**src/rtl/spi_flash_read.sv**
```systemverilog
// SPI mode-0 READ (0x03 + 24-bit address) of len bytes, streamed out one byte per po_flag pulse.
// po_flag is registered one cycle after tx_ready is seen in WAIT; SCK is parked low while the consumer stalls.
module spi_flash_read #(
  parameter int SCK_DIV = 4,
  parameter int CS_HOLD = 4
) (
  input  logic        sclk,
  input  logic        rst_n,
  input  logic        start,
  input  logic [23:0] addr,
  input  logic [15:0] len,
  output logic        busy,
  output logic        done,
  output logic [7:0]  po_data,
  output logic        po_flag,
  input  logic        tx_ready,
  output logic        cs_n,
  output logic        sck,
  output logic        mosi,
  input  logic        miso
);

  typedef enum logic [2:0] {S_IDLE, S_SETUP, S_CMD, S_RD, S_WAIT, S_HOLD, S_DONE} state_t;

  localparam logic [7:0]  CMD_READ  = 8'h03;
  localparam logic [15:0] DIV_LAST  = 16'(SCK_DIV - 1);
  localparam logic [15:0] HOLD_LAST = 16'(CS_HOLD - 1);

  state_t      state_q;
  logic [15:0] div_q;
  logic [15:0] rem_q;
  logic [4:0]  bit_q;
  logic [30:0] sh_q;
  logic [7:0]  rx_q;
  logic [7:0]  pod_q;
  logic        busy_q, done_q, flag_q, cs_n_q, sck_q, mosi_q;
  logic        half_end;

  assign half_end = (div_q == DIV_LAST);

  assign busy    = busy_q;
  assign done    = done_q;
  assign po_data = pod_q;
  assign po_flag = flag_q;
  assign cs_n    = cs_n_q;
  assign sck     = sck_q;
  assign mosi    = mosi_q;

  always_ff @(posedge sclk or negedge rst_n) begin
    if (!rst_n) begin
      state_q <= S_IDLE;
      div_q   <= '0;
      rem_q   <= '0;
      bit_q   <= '0;
      sh_q    <= '0;
      rx_q    <= '0;
      pod_q   <= '0;
      busy_q  <= 1'b0;
      done_q  <= 1'b0;
      flag_q  <= 1'b0;
      cs_n_q  <= 1'b1;
      sck_q   <= 1'b0;
      mosi_q  <= 1'b0;
    end else begin
      flag_q <= 1'b0;
      done_q <= 1'b0;
      case (state_q)
        S_IDLE: begin
          if (start) begin
            busy_q <= 1'b1;
            rem_q  <= len;
            sh_q   <= {CMD_READ[6:0], addr};
            div_q  <= '0;
            bit_q  <= '0;
            if (len == 16'd0) begin
              done_q  <= 1'b1;
              state_q <= S_DONE;
            end else begin
              cs_n_q  <= 1'b0;
              mosi_q  <= CMD_READ[7];
              state_q <= S_SETUP;
            end
          end
        end
        S_SETUP: begin
          if (half_end) begin
            div_q   <= '0;
            state_q <= S_CMD;
          end else begin
            div_q <= div_q + 16'd1;
          end
        end
        S_CMD: begin
          if (half_end) begin
            div_q <= '0;
            if (!sck_q) begin
              sck_q <= 1'b1;
            end else begin
              // mosi only changes on the falling edge so the flash sees stable data on the rise
              sck_q <= 1'b0;
              if (bit_q == 5'd31) begin
                mosi_q  <= 1'b0;
                bit_q   <= '0;
                state_q <= S_RD;
              end else begin
                bit_q  <= bit_q + 5'd1;
                mosi_q <= sh_q[30];
                sh_q   <= {sh_q[29:0], 1'b0};
              end
            end
          end else begin
            div_q <= div_q + 16'd1;
          end
        end
        S_RD: begin
          if (half_end) begin
            div_q <= '0;
            if (!sck_q) begin
              sck_q <= 1'b1;
              rx_q  <= {rx_q[6:0], miso};
            end else begin
              sck_q <= 1'b0;
              if (bit_q == 5'd7) begin
                bit_q   <= '0;
                state_q <= S_WAIT;
              end else begin
                bit_q <= bit_q + 5'd1;
              end
            end
          end else begin
            div_q <= div_q + 16'd1;
          end
        end
        S_WAIT: begin
          if (tx_ready) begin
            pod_q  <= rx_q;
            flag_q <= 1'b1;
            rem_q  <= rem_q - 16'd1;
            if (rem_q == 16'd1) begin
              cs_n_q  <= 1'b1;
              div_q   <= '0;
              state_q <= S_HOLD;
            end else begin
              // the WAIT cycle already counts toward the next low phase
              div_q   <= 16'd1;
              state_q <= S_RD;
            end
          end
        end
        S_HOLD: begin
          if (div_q == HOLD_LAST) begin
            div_q   <= '0;
            done_q  <= 1'b1;
            state_q <= S_DONE;
          end else begin
            div_q <= div_q + 16'd1;
          end
        end
        S_DONE: begin
          busy_q  <= 1'b0;
          state_q <= S_IDLE;
        end
        default: state_q <= S_IDLE;
      endcase
    end
  end

endmodule

```
**config.mk**
```make
export PLATFORM = sky130hd
export DESIGN_NAME = spi_flash_read
export DESIGN_NICKNAME = d
export VERILOG_FILES = /design/src/rtl/spi_flash_read.sv
export SDC_FILE = /design/constraint.sdc
export NUM_CORES = 1
export LEC_CHECK = 0
export CELL_PAD_IN_SITES_DETAIL_PLACEMENT = 1
export CELL_PAD_IN_SITES_GLOBAL_PLACEMENT = 2
export CORE_MARGIN = 2
export CORE_UTILIZATION = 36
export CTS_BUF_LIST = sky130_fd_sc_hd__clkbuf_2
export DETAILED_ROUTE_END_ITERATION = 10
export GPL_TIMING_DRIVEN = 0
export PLACE_DENSITY_LB_ADDON = 0.1
export SYNTH_ARGS = -nofsm -noshare
export SYNTH_HDL_FRONTEND = slang
export SYNTH_SLANG_ARGS = --single-unit
```
**constraint.sdc**
```tcl
create_clock -name sclk -period 2.8 [get_ports sclk]
set_input_delay 0.56 -clock sclk [delete_from_list [all_inputs] [get_ports sclk]]
set_output_delay 0.56 -clock sclk [all_outputs]
set_load 0.03 [all_outputs]
```
-- After elaboration in Yosys (flattened, before gate mapping)
Index checks and enable logic that the tools add are counted.
- multipliers: 0
- bitwise gates (word level): 1
- order comparisons: 0
- eq/ne operators: 23
- multiplexer cells: 52
- add/sub/neg operators: 3
- reductions and logical operators: 20
- shift operators: 0
- divide/modulo/power cells: 0
- operators by type and width (kind ; number):
    $mux 31 ; 4
    $mux 16 ; 5
    $pmux 31 s2 ; 1
    $pmux 16 s3 ; 1
    $mux 3 ; 12
    $mux 5 ; 7
    $pmux 16 s2 ; 1
    $ne 2x2->1 const B ; 13
    $pmux 3 s6 ; 1
    $add 16x1->16 const B ; 1
    $eq 16x1->1 const B ; 1
    $eq 16x2->1 const B ; 1
    $logic_not 16->1 ; 1
    $sub 16x1->16 const B ; 1
    $mux 1 ; 15
    $pmux 5 s3 ; 1
    $reduce_and 5->1 ; 3
    $reduce_and 10->1 ; 1
    $eq 3x3->1 const B ; 3
    $reduce_and 3->1 ; 3
    $pmux 1 s2 ; 4
    $eq 3x2->1 const B ; 2
    $reduce_and 2->1 ; 3
    $reduce_and 6->1 ; 1
    10 further kinds ; 13
- memories kept: 0
- word-level logic and storage cells: 112
- bits in latches: 0
- memory bits (writable): 0
- output and inout bits: 14
- input port bits: 45
- register bits: 93
- memory bits (read-only): 0

-- Longest topological paths before layout
Gate-level depths: netlist of the first run.
- word-level depth: 5
- depth in mapped cells: 8
- depth with buffers taken out: 8

-- Least setup slack after synthesis of the first run
No wires, ideal clock.
- path type: register to register
- start point: register bit_q[0]
- end point: register sh_q[10]
- data required time: 2.673 ns
- cell stages (with the launch flop): 9
- setup time: 0.127 ns
- buffers on the path: 1
- period minus slack after synthesis: 2.218 ns
- setup slack: 0.582 ns
- arrival time: 2.091 ns
- path through: dfrtp_1 ha_1 and3_1 ha_1 nor4b_2 nor2_1 nor2_4 buf_6 mux2_1
- longest elaborated chain between the ends: 3
- ends and longest elaborated chain (element ; RTL line ; source):
    start, declared ; 32 ; logic [4:0] bit_q;
    start signal, assigned ; 106 ; bit_q <= bit_q + 5'd1;
    start signal, assigned ; 127 ; bit_q <= bit_q + 5'd1;
    $eq 5x5->1 ; 101 ; if (bit_q == 5'd31) begin
    $ne 2x2->1 (no line) ; -- ;
    $reduce_and 5->1 (no line) ; -- ;
    end signal, assigned ; 72 ; sh_q <= {CMD_READ[6:0], addr};
    end signal, assigned ; 108 ; sh_q <= {sh_q[29:0], 1'b0};
    end, declared ; 33 ; logic [30:0] sh_q;
No other way between the ends.
A chain may end at the register's enable or synchronous reset.

-- Worst setup path in the final report of the first run
- start point: register sck_q, in the netlist sck
- end point: output sck
- RTL lines (element ; RTL line ; source):
    start, declared ; 36 ; logic busy_q, done_q, flag_q, cs_n_q, sck_q, mosi_q;
    start signal, assigned ; 62 ; sck_q <= 1'b0;
    start signal, assigned ; 97 ; sck_q <= 1'b1;
    start signal, assigned ; 100 ; sck_q <= 1'b0;
    end, declared ; 18 ; output logic sck,
No word-level cell between the ends.

==> results.md, run 1 <==
- Run status: finished, final reports clean
- Maximum frequency from static timing analysis: 395 MHz
- Setup violations, final: 0
- Kind of path behind the tightest hold check: input port to asynchronous set/reset pin
- Final hold violation count: 0
- Vias per std cell: 5.28
- Number of storage elements in the synthesis netlist: 93
- Count of routing violations after the opening detailed-route iteration: 161
- Max rail drop VDD: 0.274 mV
- Post-synthesis sequential area ratio: 47.7%
- Inserted Clock Buffers: 9
- Maximum single-stage delay on the critical path: 770 ps
- CP bufs+invs: 1
- Post-route core utilization: 44.3%
- DR DRC count: 0
- Die Y-Extent: 120 µm
- Clock insertion delay at the later pin of the skew report: 610 ps
- Detailed-route wire length: 12,500 µm
- Number of levels the H-tree was split into: 3
- Core region area: 13,200 µm²
- Share of flip-flops with an asynchronous set or reset: 100%
- Leak Pwr: 0.00247 µW
- Avg Inst Size Synth: 9.50 µm²
- Clock-pin slew on the worst setup and hold paths: 280 ps
- P&R area growth vs syn: 20.2%
- First-pass GRT wire length: 21,500 µm
- Post-synth design cell area: 4880 µm²
- Total half-perimeter wirelength after legalization and detailed placement: 9220 µm
- Number of sinks on the clock net: 93
- Filler cell count in the final layout: 1,570
- Synth top area cells: sky130_fd_sc_hd__dfrtp_1 47%, sky130_fd_sc_hd__nand2_1 7.8%, sky130_fd_sc_hd__o21ai_0 4.8%
- Most instantiated library cell after synthesis: sky130_fd_sc_hd__nand2_1
- Kind of cell adding the most delay to the critical path: buffers and inverters
- Worst hold slack across all endpoints: 452 ps
- Number of slew-limit violations in the final report: 0
- Total negative setup slack: 0 ps
- Critical-path cell list: clkdlybuf4s50_1
- Router iterations before antenna repair: 5
- Crit path max-delay cell type: sky130_fd_sc_hd__clkdlybuf4s50_1
- Final period demand of the worst path: 2530 ps
- Die Footprint: 14,500 µm²
- Total global routing overflow: 0
- Maximum capacitance violations: 0
- Relative slew slack: 53.8%
- Number of warnings printed during yosys synthesis: 0
- Power per cell area: 907 nW/µm²
- Worst Path Max Fanout: 7
- Nets: 635
- Cell taking the most area after synthesis: sky130_fd_sc_hd__dfrtp_1
- Initial antenna violation count: 1
- Maximum number of pins on one net before global-route repair: 51
- DR WL met2: 6090 µm
- Count of vias placed by the detailed router: 4,049
- Initial standard-cell utilization of the core: 36.9%
- Worst path arrival time: 1970 ps
- Number of synthesized flops with an enable pin: 0
- CP endpoint kind: output pin
- Cell count after synthesis: 514
- Top Layer Used: met4
- Post-CTS Setup Repair Bufs: 0
- Actual transition at the worst max-transition pin: 687 ps
- Gpl congestion: 0.780
- Crit path launch type: register
- Crit Path Class: register to output pin
- Smallest setup slack after layout: 269 ps
- Wire length on met3: 446 µm
- CTS root buffer: sky130_fd_sc_hd__clkbuf_2
- Global-route usage over all layers: 18.7%
- Chip width: 120 µm
- Clock tree from TritonCTS: done
- Longest Clk Path Bufs: 2
- Vias in the first global route: 4,285
- DR WL/cell: 16.3 µm
- Share of the clock period used by the worst path after layout: 90.4%
- IO Port Bufs: 58
- I/O pin cnt: 59
- Proportion of netlist area held by the largest area contributor: 47.2%
- Most instantiated flip-flop cell in the synthesis netlist: sky130_fd_sc_hd__dfrtp_1
- Post-synth cell types: 59
- Required time of the worst setup path: 2240 ps
- Detail Route Antenna Nets: 0
- Pre-CTS worst setup slack: -107 ps
- Wire length on met1: 5760 µm
- Number of cell rows: 42
- Unrepaired setup endpoints after global routing: no
- Clock tree skew after final layout: 24.1 ps
- Synthesized net count: 564
- Layout cell share with drive strength beyond 1: 10.2%
- Top post-synthesis cells by count: 102 x sky130_fd_sc_hd__nand2_1, 92 x sky130_fd_sc_hd__dfrtp_1, 47 x sky130_fd_sc_hd__o21ai_0, 37 x sky130_fd_sc_hd__nor2_1, 21 x sky130_fd_sc_hd__a21oi_1
-- cell families after synthesis --
family	Yosys count	share of synthesized area [%]
fa+ha+maj	5	1.28
mux	40	9.20
buf+inv	31	3.28
xor+xnor	12	2.15
compound gates	107	13.6
simple gates	226	22.8
flops	93	47.7
-- timing repair --
action	in CTS	in global routing
hold buffers	1	0
endpoints found under the hold margin	42	0
resized for setup	0	1
endpoints found under the setup margin	0	20
-- metal layers --
layer	track usage (%)	vias up
met5	0	-
met4	7.19	0
met3	3.25	11
li1	-	1975
met2	31.3	56
met1	24.2	2007
-- layout by cell type, fill, tap and decap left out, types with 3 or more instances in the layout --
cell,count
sky130_fd_sc_hd__nand2_1,102
sky130_fd_sc_hd__dfrtp_1,92
sky130_fd_sc_hd__clkdlybuf4s50_1,57
sky130_fd_sc_hd__o21ai_0,47
sky130_fd_sc_hd__nor2_1,37
sky130_fd_sc_hd__a21oi_1,21
sky130_fd_sc_hd__mux2_1,20
sky130_fd_sc_hd__mux2_2,19
sky130_fd_sc_hd__nor3_1,17
sky130_fd_sc_hd__nor4_1,13
sky130_fd_sc_hd__clkbuf_1,12
sky130_fd_sc_hd__xnor2_1,12
sky130_fd_sc_hd__nand3_1,11
sky130_fd_sc_hd__o31ai_1,10
sky130_fd_sc_hd__clkbuf_2,9
sky130_fd_sc_hd__buf_2,8
sky130_fd_sc_hd__inv_1,6
sky130_fd_sc_hd__nand4_1,5
sky130_fd_sc_hd__nor4b_1,5
sky130_fd_sc_hd__ha_1,5
sky130_fd_sc_hd__buf_6,4
sky130_fd_sc_hd__nor2b_1,4
sky130_fd_sc_hd__nand2b_1,4
sky130_fd_sc_hd__or3_1,4
sky130_fd_sc_hd__o22ai_1,4
sky130_fd_sc_hd__a22oi_1,4
sky130_fd_sc_hd__and3_1,3
sky130_fd_sc_hd__and4_1,3
-- metrics by stage --
stage | instances | cell area (µm²) | power (µW)
floorplan | 514 | 4880 | 3810
global placement | 748 | 5680 | 4490
detailed placement | 749 | 5710 | 4590
CTS | 766 | 5860 | 5400
global route | 767 | 5870 | 5800
finish | 767 | 5870 | 5320
-- worst paths after layout --
check	startpoint	endpoint	slack, ps	depth (start not counted)
min	rst_n	rem_q[10]$_DFFE_PN0P_	450	2
max reg2reg	bit_q[0]$_DFFE_PN0P_	sh_q[4]$_DFFE_PN0P_	270	8
max in group asynchronous	rst_n	sh_q[10]$_DFFE_PN0P_	1670	3
min in group sclk	addr[0]	sh_q[0]$_DFFE_PN0P_	480	3
max	sck$_DFFE_PN0P_	sck	270	1
min reg2reg	sh_q[14]$_DFFE_PN0P_	sh_q[14]$_DFFE_PN0P_	520	1
-- worst register-to-register path, cell delays in order, from the launching register on --
cell and delay (ps):
sky130_fd_sc_hd__dfrtp_1 480, sky130_fd_sc_hd__ha_1 250, sky130_fd_sc_hd__and3_1 160, sky130_fd_sc_hd__ha_1 210
sky130_fd_sc_hd__nor4b_4 360, sky130_fd_sc_hd__nor2_1 230, sky130_fd_sc_hd__nor2_4 240, sky130_fd_sc_hd__buf_6 190
sky130_fd_sc_hd__mux2_1 330
-- registers in the layout (all words and copies together), names as in the netlist, 3 cells and up --
name     flops
sh_q        31
rem_q       16
po_data      8
div_q       16
bit_q        5
rx_q         8
state_q      3
-- cell type report --
type	count	area (µm²)	area share, %
diodes	1	2.50	0.0426
clock buffers	9	45.0	0.767
repair buffers	60	616	10.5
clock inverters	7	96.3	1.64
inverters	6	22.5	0.384
multi-input cells	390	2400	40.9
flip-flops and latches	93	2330	39.7
well taps	176	220	3.75
plain buffers	25	138	2.34
-- power breakdown --
part / switching (µW) / internal (µW)
logic: 1460 / 982
registers: 315 / 1760
clock network: 502 / 298
Power figures use the tool's default switching activity.
==> run 2, diff against run 1 <==
- CORE_MARGIN: 2 -> 5
- CTS_CLUSTER_DIAMETER: not set -> 50
==> run 2 against run 1 <==
Effect of this change: maximum frequency down 0.65%; sequential share of layout area grew 0.25 points; clock-buffer cell count is the same; total power down 1.7%; critical path depth is the same; wire length is 3.1% higher; combinational power about the same; first-iteration DRC count rose by 13%; critical path type unchanged; critical endpoint unchanged; largest power group unchanged.
==> results.md, run 2 (synthesis results as in run 1) <==
- Maximum capacitance violations: 0 (unchanged)
- Share of the clock period used by the worst path after layout: 91.0% (+0.59 points)
- Worst Path Max Fanout: 7 (unchanged)
- Longest Clk Path Bufs: 2 (unchanged)
- Die Footprint: 16,000 µm² (+10%)
- Number of flip-flops under the largest register name: 31 (unchanged)
- Chip width: 126 µm (+5.0%)
- Clock-pin slew on the worst setup and hold paths: 290 ps (about the same)
- I/O pin cnt: 59 (unchanged)
- DR WL/cell: 16.8 µm (+3.3%)
- Kind of cell adding the most delay to the critical path: buffers and inverters
- Max rail drop VDD: 0.304 mV (+11%)
- Clock insertion delay at the later pin of the skew report: 630 ps (+20 ps)
- Largest regs: sh_q: 31 flops, div_q: 16 flops, rem_q: 16 flops
- Setup violations, final: 0 (unchanged)
- Inserted Clock Buffers: 9 (unchanged)
- Maximum single-stage delay on the critical path: 770 ps (about the same)
- Initial standard-cell utilization of the core: 36.7% (-0.15 points)
- Number of cell rows: 42 (unchanged)
- Relative slew slack: 52.6% (-1.2 points)
- Inserted Diodes: 0 (-1)
- Run status: finished, final reports clean
- Layout cell share with drive strength beyond 1: 10.3% (+0.17 points)
- Initial antenna violation count: 0 (-1)
- Required time of the worst setup path: 2240 ps (about the same)
- Detailed-route wire length: 12,900 µm (+3.1%)
- Filler cell count in the final layout: 1,524 (-2.9%)
- Count of routing violations after the opening detailed-route iteration: 182 (+13%)
- Crit path max-delay cell type: sky130_fd_sc_hd__clkdlybuf4s50_1
- Storage cell area: 2330 µm² (unchanged)
- Die Y-Extent: 126 µm (+5.0%)
- Final standard cell count with taps included and fillers excluded: 766 (-0.13%)
- Unrepaired setup endpoints after global routing: no
- Router iterations before antenna repair: 4 (-1)
- Total half-perimeter wirelength after legalization and detailed placement: 9330 µm (+1.1%)
- Vias per std cell: 5.33 (+1.0%)
- Leak Pwr: 0.00246 µW (-0.44%)
- Detail Route Antenna Nets: 0 (unchanged)
- Most common cell after layout, fill and taps aside: sky130_fd_sc_hd__nand2_1
- CTS root buffer: sky130_fd_sc_hd__clkbuf_2
- Global-route usage over all layers: 16.9% (-1.9 points)
- Top reg by flops: sh_q
- Power per cell area: 897 nW/µm² (-1.1%)
- Maximum frequency from static timing analysis: 393 MHz (-0.65%)
- Total negative setup slack: 0 ps (unchanged)
- Number of levels the H-tree was split into: 3 (unchanged)
- First-pass GRT wire length: 22,200 µm (+3.2%)
- Gpl congestion: 0.797 (+2.1%)
- Top library cells by usage in the layout, fill and taps aside: 102 x sky130_fd_sc_hd__nand2_1, 92 x sky130_fd_sc_hd__dfrtp_1, 57 x sky130_fd_sc_hd__clkdlybuf4s50_1
- CP bufs+invs: 1 (unchanged)
- Clock tree skew after final layout: 28.0 ps (+3.94 ps)
- Critical-path cell list: clkdlybuf4s50_1
- Worst path arrival time: 1990 ps (+20 ps)
- Final period demand of the worst path: 2550 ps (+16.5 ps)
- Nets: 635 (unchanged)
- Vias in the first global route: 4,475 (+4.4%)
- Maximum number of pins on one net before global-route repair: 67 (+31%)
- IO Port Bufs: 58 (unchanged)
- Number of sinks on the clock net: 93 (unchanged)
- Kind of path behind the tightest hold check: input port to asynchronous set/reset pin
- Final hold violation count: 0 (unchanged)
- Actual transition at the worst max-transition pin: 704 ps (+17.4 ps)
- Count of vias placed by the detailed router: 4,085 (+0.89%)
- Core region area: 13,300 µm² (+0.40%)
- Number of slew-limit violations in the final report: 0 (unchanged)
- Total global routing overflow: 0 (unchanged)
- P&R area growth vs syn: 19.5%
- DR DRC count: 0 (unchanged)
- Crit path launch type: register
- CP endpoint kind: output pin
- Crit Path Class: register to output pin
- Area occupied by multi-input gates: 2400 µm² (unchanged)
- Placed cells: 749 (unchanged)
- Clock tree from TritonCTS: done
-- run 2: power by group --
part	switching (µW)	internal, µW
registers	321	1760
logic	1490	980
clock network	542	140
-- run 2: repair_timing --
action                     in CTS  in global routing
hold buffers                    1                  0
gates resized for setup         0                  1
setup buffers                   0                  0
setup endpoints to repair       0                 20
hold endpoints to repair       26                  0
-- run 2: routing by layer --
| layer | vias to the layer above | track usage [%] | share of wire, % |
|---|---|---|---|
| met5 | - | 0 | 0 |
| met4 | 0 | 5.93 | 1.5 |
| met2 | 67 | 27.9 | 48 |
| met1 | 2035 | 22.1 | 47 |
| li1 | 1970 | - | - |
| met3 | 13 | 3.15 | 3.6 |
-- run 2: worst reg2reg max path, stage by stage, from the launching register on --
cell and delay (ps):
sky130_fd_sc_hd__dfrtp_1 470, sky130_fd_sc_hd__ha_1 240, sky130_fd_sc_hd__and3_1 160, sky130_fd_sc_hd__ha_1 210
sky130_fd_sc_hd__nor4b_4 360, sky130_fd_sc_hd__nor2_1 220, sky130_fd_sc_hd__nor2_4 240, sky130_fd_sc_hd__buf_6 190
sky130_fd_sc_hd__mux2_1 340
-- run 2: path summary, 6_finish.rpt --
path                                            from  slack [ps]              endpoint  cells after the start
worst min register to register      cs_n$_DFFE_PN1P_         510      cs_n$_DFFE_PN1P_                      2
max in group asynchronous                      rst_n        1760  bit_q[4]$_DFFE_PN0P_                      3
worst max register to register  bit_q[0]$_DFFE_PN0P_         300  sh_q[10]$_DFFE_PN0P_                      8
worst min-delay path                           rst_n         340  rem_q[5]$_DFFE_PN0P_                      2
min in group sclk                            addr[0]         460   sh_q[0]$_DFFE_PN0P_                      3
worst max-delay path                 sck$_DFFE_PN0P_         250                   sck                      1
-- run 2: area by class of cell --
type | instances | area share (%)
inverters | 6 | 0.386
clock inverters | 7 | 1.07
plain buffers | 25 | 2.36
clock buffers | 9 | 0.772
repair buffers | 60 | 10.6
flip-flops and latches | 93 | 39.9
well taps | 176 | 3.77
multi-input cells | 390 | 41.2
-- run 2: metrics by stage --
step | setup slack (ps) | hold WS (ps) | cell area [µm²] | util [%] | total power (µW)
after global routing | 133 | 330 | 5830 | 43.9 | 5700
after detailed placement | -79.8 | 476 | 5710 | 42.9 | 4600
final | 253 | 340 | 5830 | 43.9 | 5230
after global placement | -2580 | 468 | 5680 | 42.7 | 4500
after CTS | 81.6 | 316 | 5830 | 43.8 | 5300
after floorplan | 582 | 264 | 4880 | - | 3810
==> run 3, diff against run 2 <==
- SLEW_MARGIN: not set -> 15
==> run 3 against run 2 <==
Effect of this change: wire length decreased by 0.85%; largest power group unchanged; sequential power about the same; worst setup slack got worse by 1.7 ps; core utilization increased by 0.075 points.
==> results.md, run 3 (synthesis results as in run 1) <==
- Worst path arrival time: 1990 ps (about the same)
- Required time of the worst setup path: 2240 ps (about the same)
- Initial standard-cell utilization of the core: 36.7% (unchanged)
- Number of levels the H-tree was split into: 3 (unchanged)
- Layout cell share with drive strength beyond 1: 10.3% (unchanged)
- Actual transition at the worst max-transition pin: 691 ps (-13.7 ps)
- Setup violations, final: 0 (unchanged)
- Maximum capacitance violations: 0 (unchanged)
- Max rail drop VDD: 0.347 mV (+14%)
- Total negative setup slack: 0 ps (unchanged)
- Detailed-route wire length: 12,800 µm (-0.85%)
- P&R area growth vs syn: 19.7%
- Count of routing violations after the opening detailed-route iteration: 162 (-11%)
- DR WL/cell: 16.7 µm (-0.85%)
- Unrepaired setup endpoints after global routing: no
- Post-CTS Setup Repair Bufs: 0 (unchanged)
- Relative slew slack: 53.5% (+0.92 points)
- Router iterations before antenna repair: 4 (unchanged)
- Clock insertion delay at the later pin of the skew report: 630 ps (about the same)
- Kind of path behind the tightest hold check: input port to asynchronous set/reset pin
- Die Y-Extent: 126 µm (unchanged)
- Crit Path Class: register to output pin
- Nets: 635 (unchanged)
- Initial antenna violation count: 0 (unchanged)
- Maximum number of pins on one net before global-route repair: 66 (-1.5%)
- Vias in the first global route: 4,432 (-0.96%)
- CP bufs+invs: 1 (unchanged)
- Number of cell rows: 42 (unchanged)
- Area occupied by multi-input gates: 2400 µm² (unchanged)
- Leak Pwr: 0.00246 µW (+0.37%)
- Number of slew-limit violations in the final report: 0 (unchanged)
- Core region area: 13,300 µm² (unchanged)
- Share of the clock period used by the worst path after layout: 91.0% (about the same)
- Filler cell count in the final layout: 1,522 (-0.13%)
- Number of flip-flops under the largest register name: 31 (unchanged)
- Crit path launch type: register
- Maximum single-stage delay on the critical path: 770 ps (about the same)
- Clock tree from TritonCTS: done
- Number of sinks on the clock net: 93 (unchanged)
- Die Footprint: 16,000 µm² (unchanged)
- DR DRC count: 0 (unchanged)
- Clock tree skew after final layout: 27.4 ps (-0.633 ps)
- Kind of cell adding the most delay to the critical path: buffers and inverters
- Gpl congestion: 0.797 (unchanged)
- Power consumption: 5260 µW (+0.58%)
- Count of vias placed by the detailed router: 4,039 (-1.1%)
- Maximum frequency from static timing analysis: 392 MHz (about the same)
- Crit path max-delay cell type: sky130_fd_sc_hd__clkdlybuf4s50_1
- Clock-pin slew on the worst setup and hold paths: 320 ps (+30 ps)
- IO Port Bufs: 58 (unchanged)
- Inserted Diodes: 0 (unchanged)
- CTS root buffer: sky130_fd_sc_hd__clkbuf_2
- Global-route usage over all layers: 16.8% (-0.090 points)
- I/O pin cnt: 59 (unchanged)
- Inserted Clock Buffers: 9 (unchanged)
- CP endpoint kind: output pin
- Power per cell area: 901 nW/µm² (+0.41%)
- Vias per std cell: 5.27 (-1.1%)
- Critical-path cell list: clkdlybuf4s50_1
- Storage cell area: 2330 µm² (unchanged)
- Final hold violation count: 0 (unchanged)
- Final period demand of the worst path: 2550 ps (+1.65 ps)
- Total global routing overflow: 0 (unchanged)
- Worst Path Max Fanout: 7 (unchanged)
- Top reg by flops: sh_q
- Most common cell after layout, fill and taps aside: sky130_fd_sc_hd__nand2_1
- Chip width: 126 µm (unchanged)
- Detail Route Antenna Nets: 0 (unchanged)
- Run status: finished, final reports clean
- Top library cells by usage in the layout, fill and taps aside: 102 x sky130_fd_sc_hd__nand2_1, 92 x sky130_fd_sc_hd__dfrtp_1, 57 x sky130_fd_sc_hd__clkdlybuf4s50_1
- Largest regs: sh_q: 31 flops, div_q: 16 flops, rem_q: 16 flops
- Longest Clk Path Bufs: 2 (unchanged)
- First-pass GRT wire length: 22,100 µm (-0.77%)
- Total half-perimeter wirelength after legalization and detailed placement: 9330 µm (about the same)
run 3: cell type report:
class | instances | area share [%]
repair buffers | 60 | 10.6
well taps | 176 | 3.77
flip-flops and latches | 93 | 39.8
plain buffers | 25 | 2.35
multi-input cells | 390 | 41.1
clock buffers | 9 | 0.771
clock inverters | 7 | 1.18
inverters | 6 | 0.385
run 3: report_power, final:
group | internal, µW | total, µW | switching, µW
logic | 981 | 2460 | 1480
clock network | 153 | 716 | 562
registers | 1760 | 2080 | 321
run 3: per-stage QoR:
stage / cell area [µm²] / setup WS, ps / cells / util [%] / hold WS [ps]
after detailed placement: 5710 / -62.4 / 749 / 43.0 / 459
after floorplan: 4880 / 582 / 514 / - / 264
after global routing: 5840 / 125 / 766 / 44.0 / 260
after CTS: 5840 / 74.7 / 766 / 43.9 / 246
after global placement: 5680 / -2580 / 748 / 42.7 / 468
final: 5840 / 251 / 766 / 44.0 / 294
run 3: final timing paths:
kind / startpoint / to / slack [ps] / depth (start not counted)
min in group sclk: addr[0] / sh_q[0]$_DFFE_PN0P_ / 490 / 3
min: rst_n / rem_q[5]$_DFFE_PN0P_ / 290 / 2
max reg2reg: bit_q[0]$_DFFE_PN0P_ / sh_q[15]$_DFFE_PN0P_ / 280 / 8
min reg2reg: cs_n$_DFFE_PN1P_ / cs_n$_DFFE_PN1P_ / 510 / 2
max in group asynchronous: rst_n / sck$_DFFE_PN0P_ / 1850 / 3
max: sck$_DFFE_PN0P_ / sck / 250 / 1
run 3: timing repair:
| action | 4_1_cts | 5_1_grt |
|---|---|---|
| endpoints found under the hold margin | 28 | 0 |
| setup endpoints to repair | 0 | 20 |
| gates resized for setup | 0 | 1 |
| hold buffers | 1 | 0 |
run 3: routing by layer:
metal	routed length (µm)	part of all wire (%)	global-route usage, %
met4	195	1.5	5.68
met3	439	3.4	3.24
met5	0	0	0
met1	6080	48	22.1
met2	6070	47	27.7
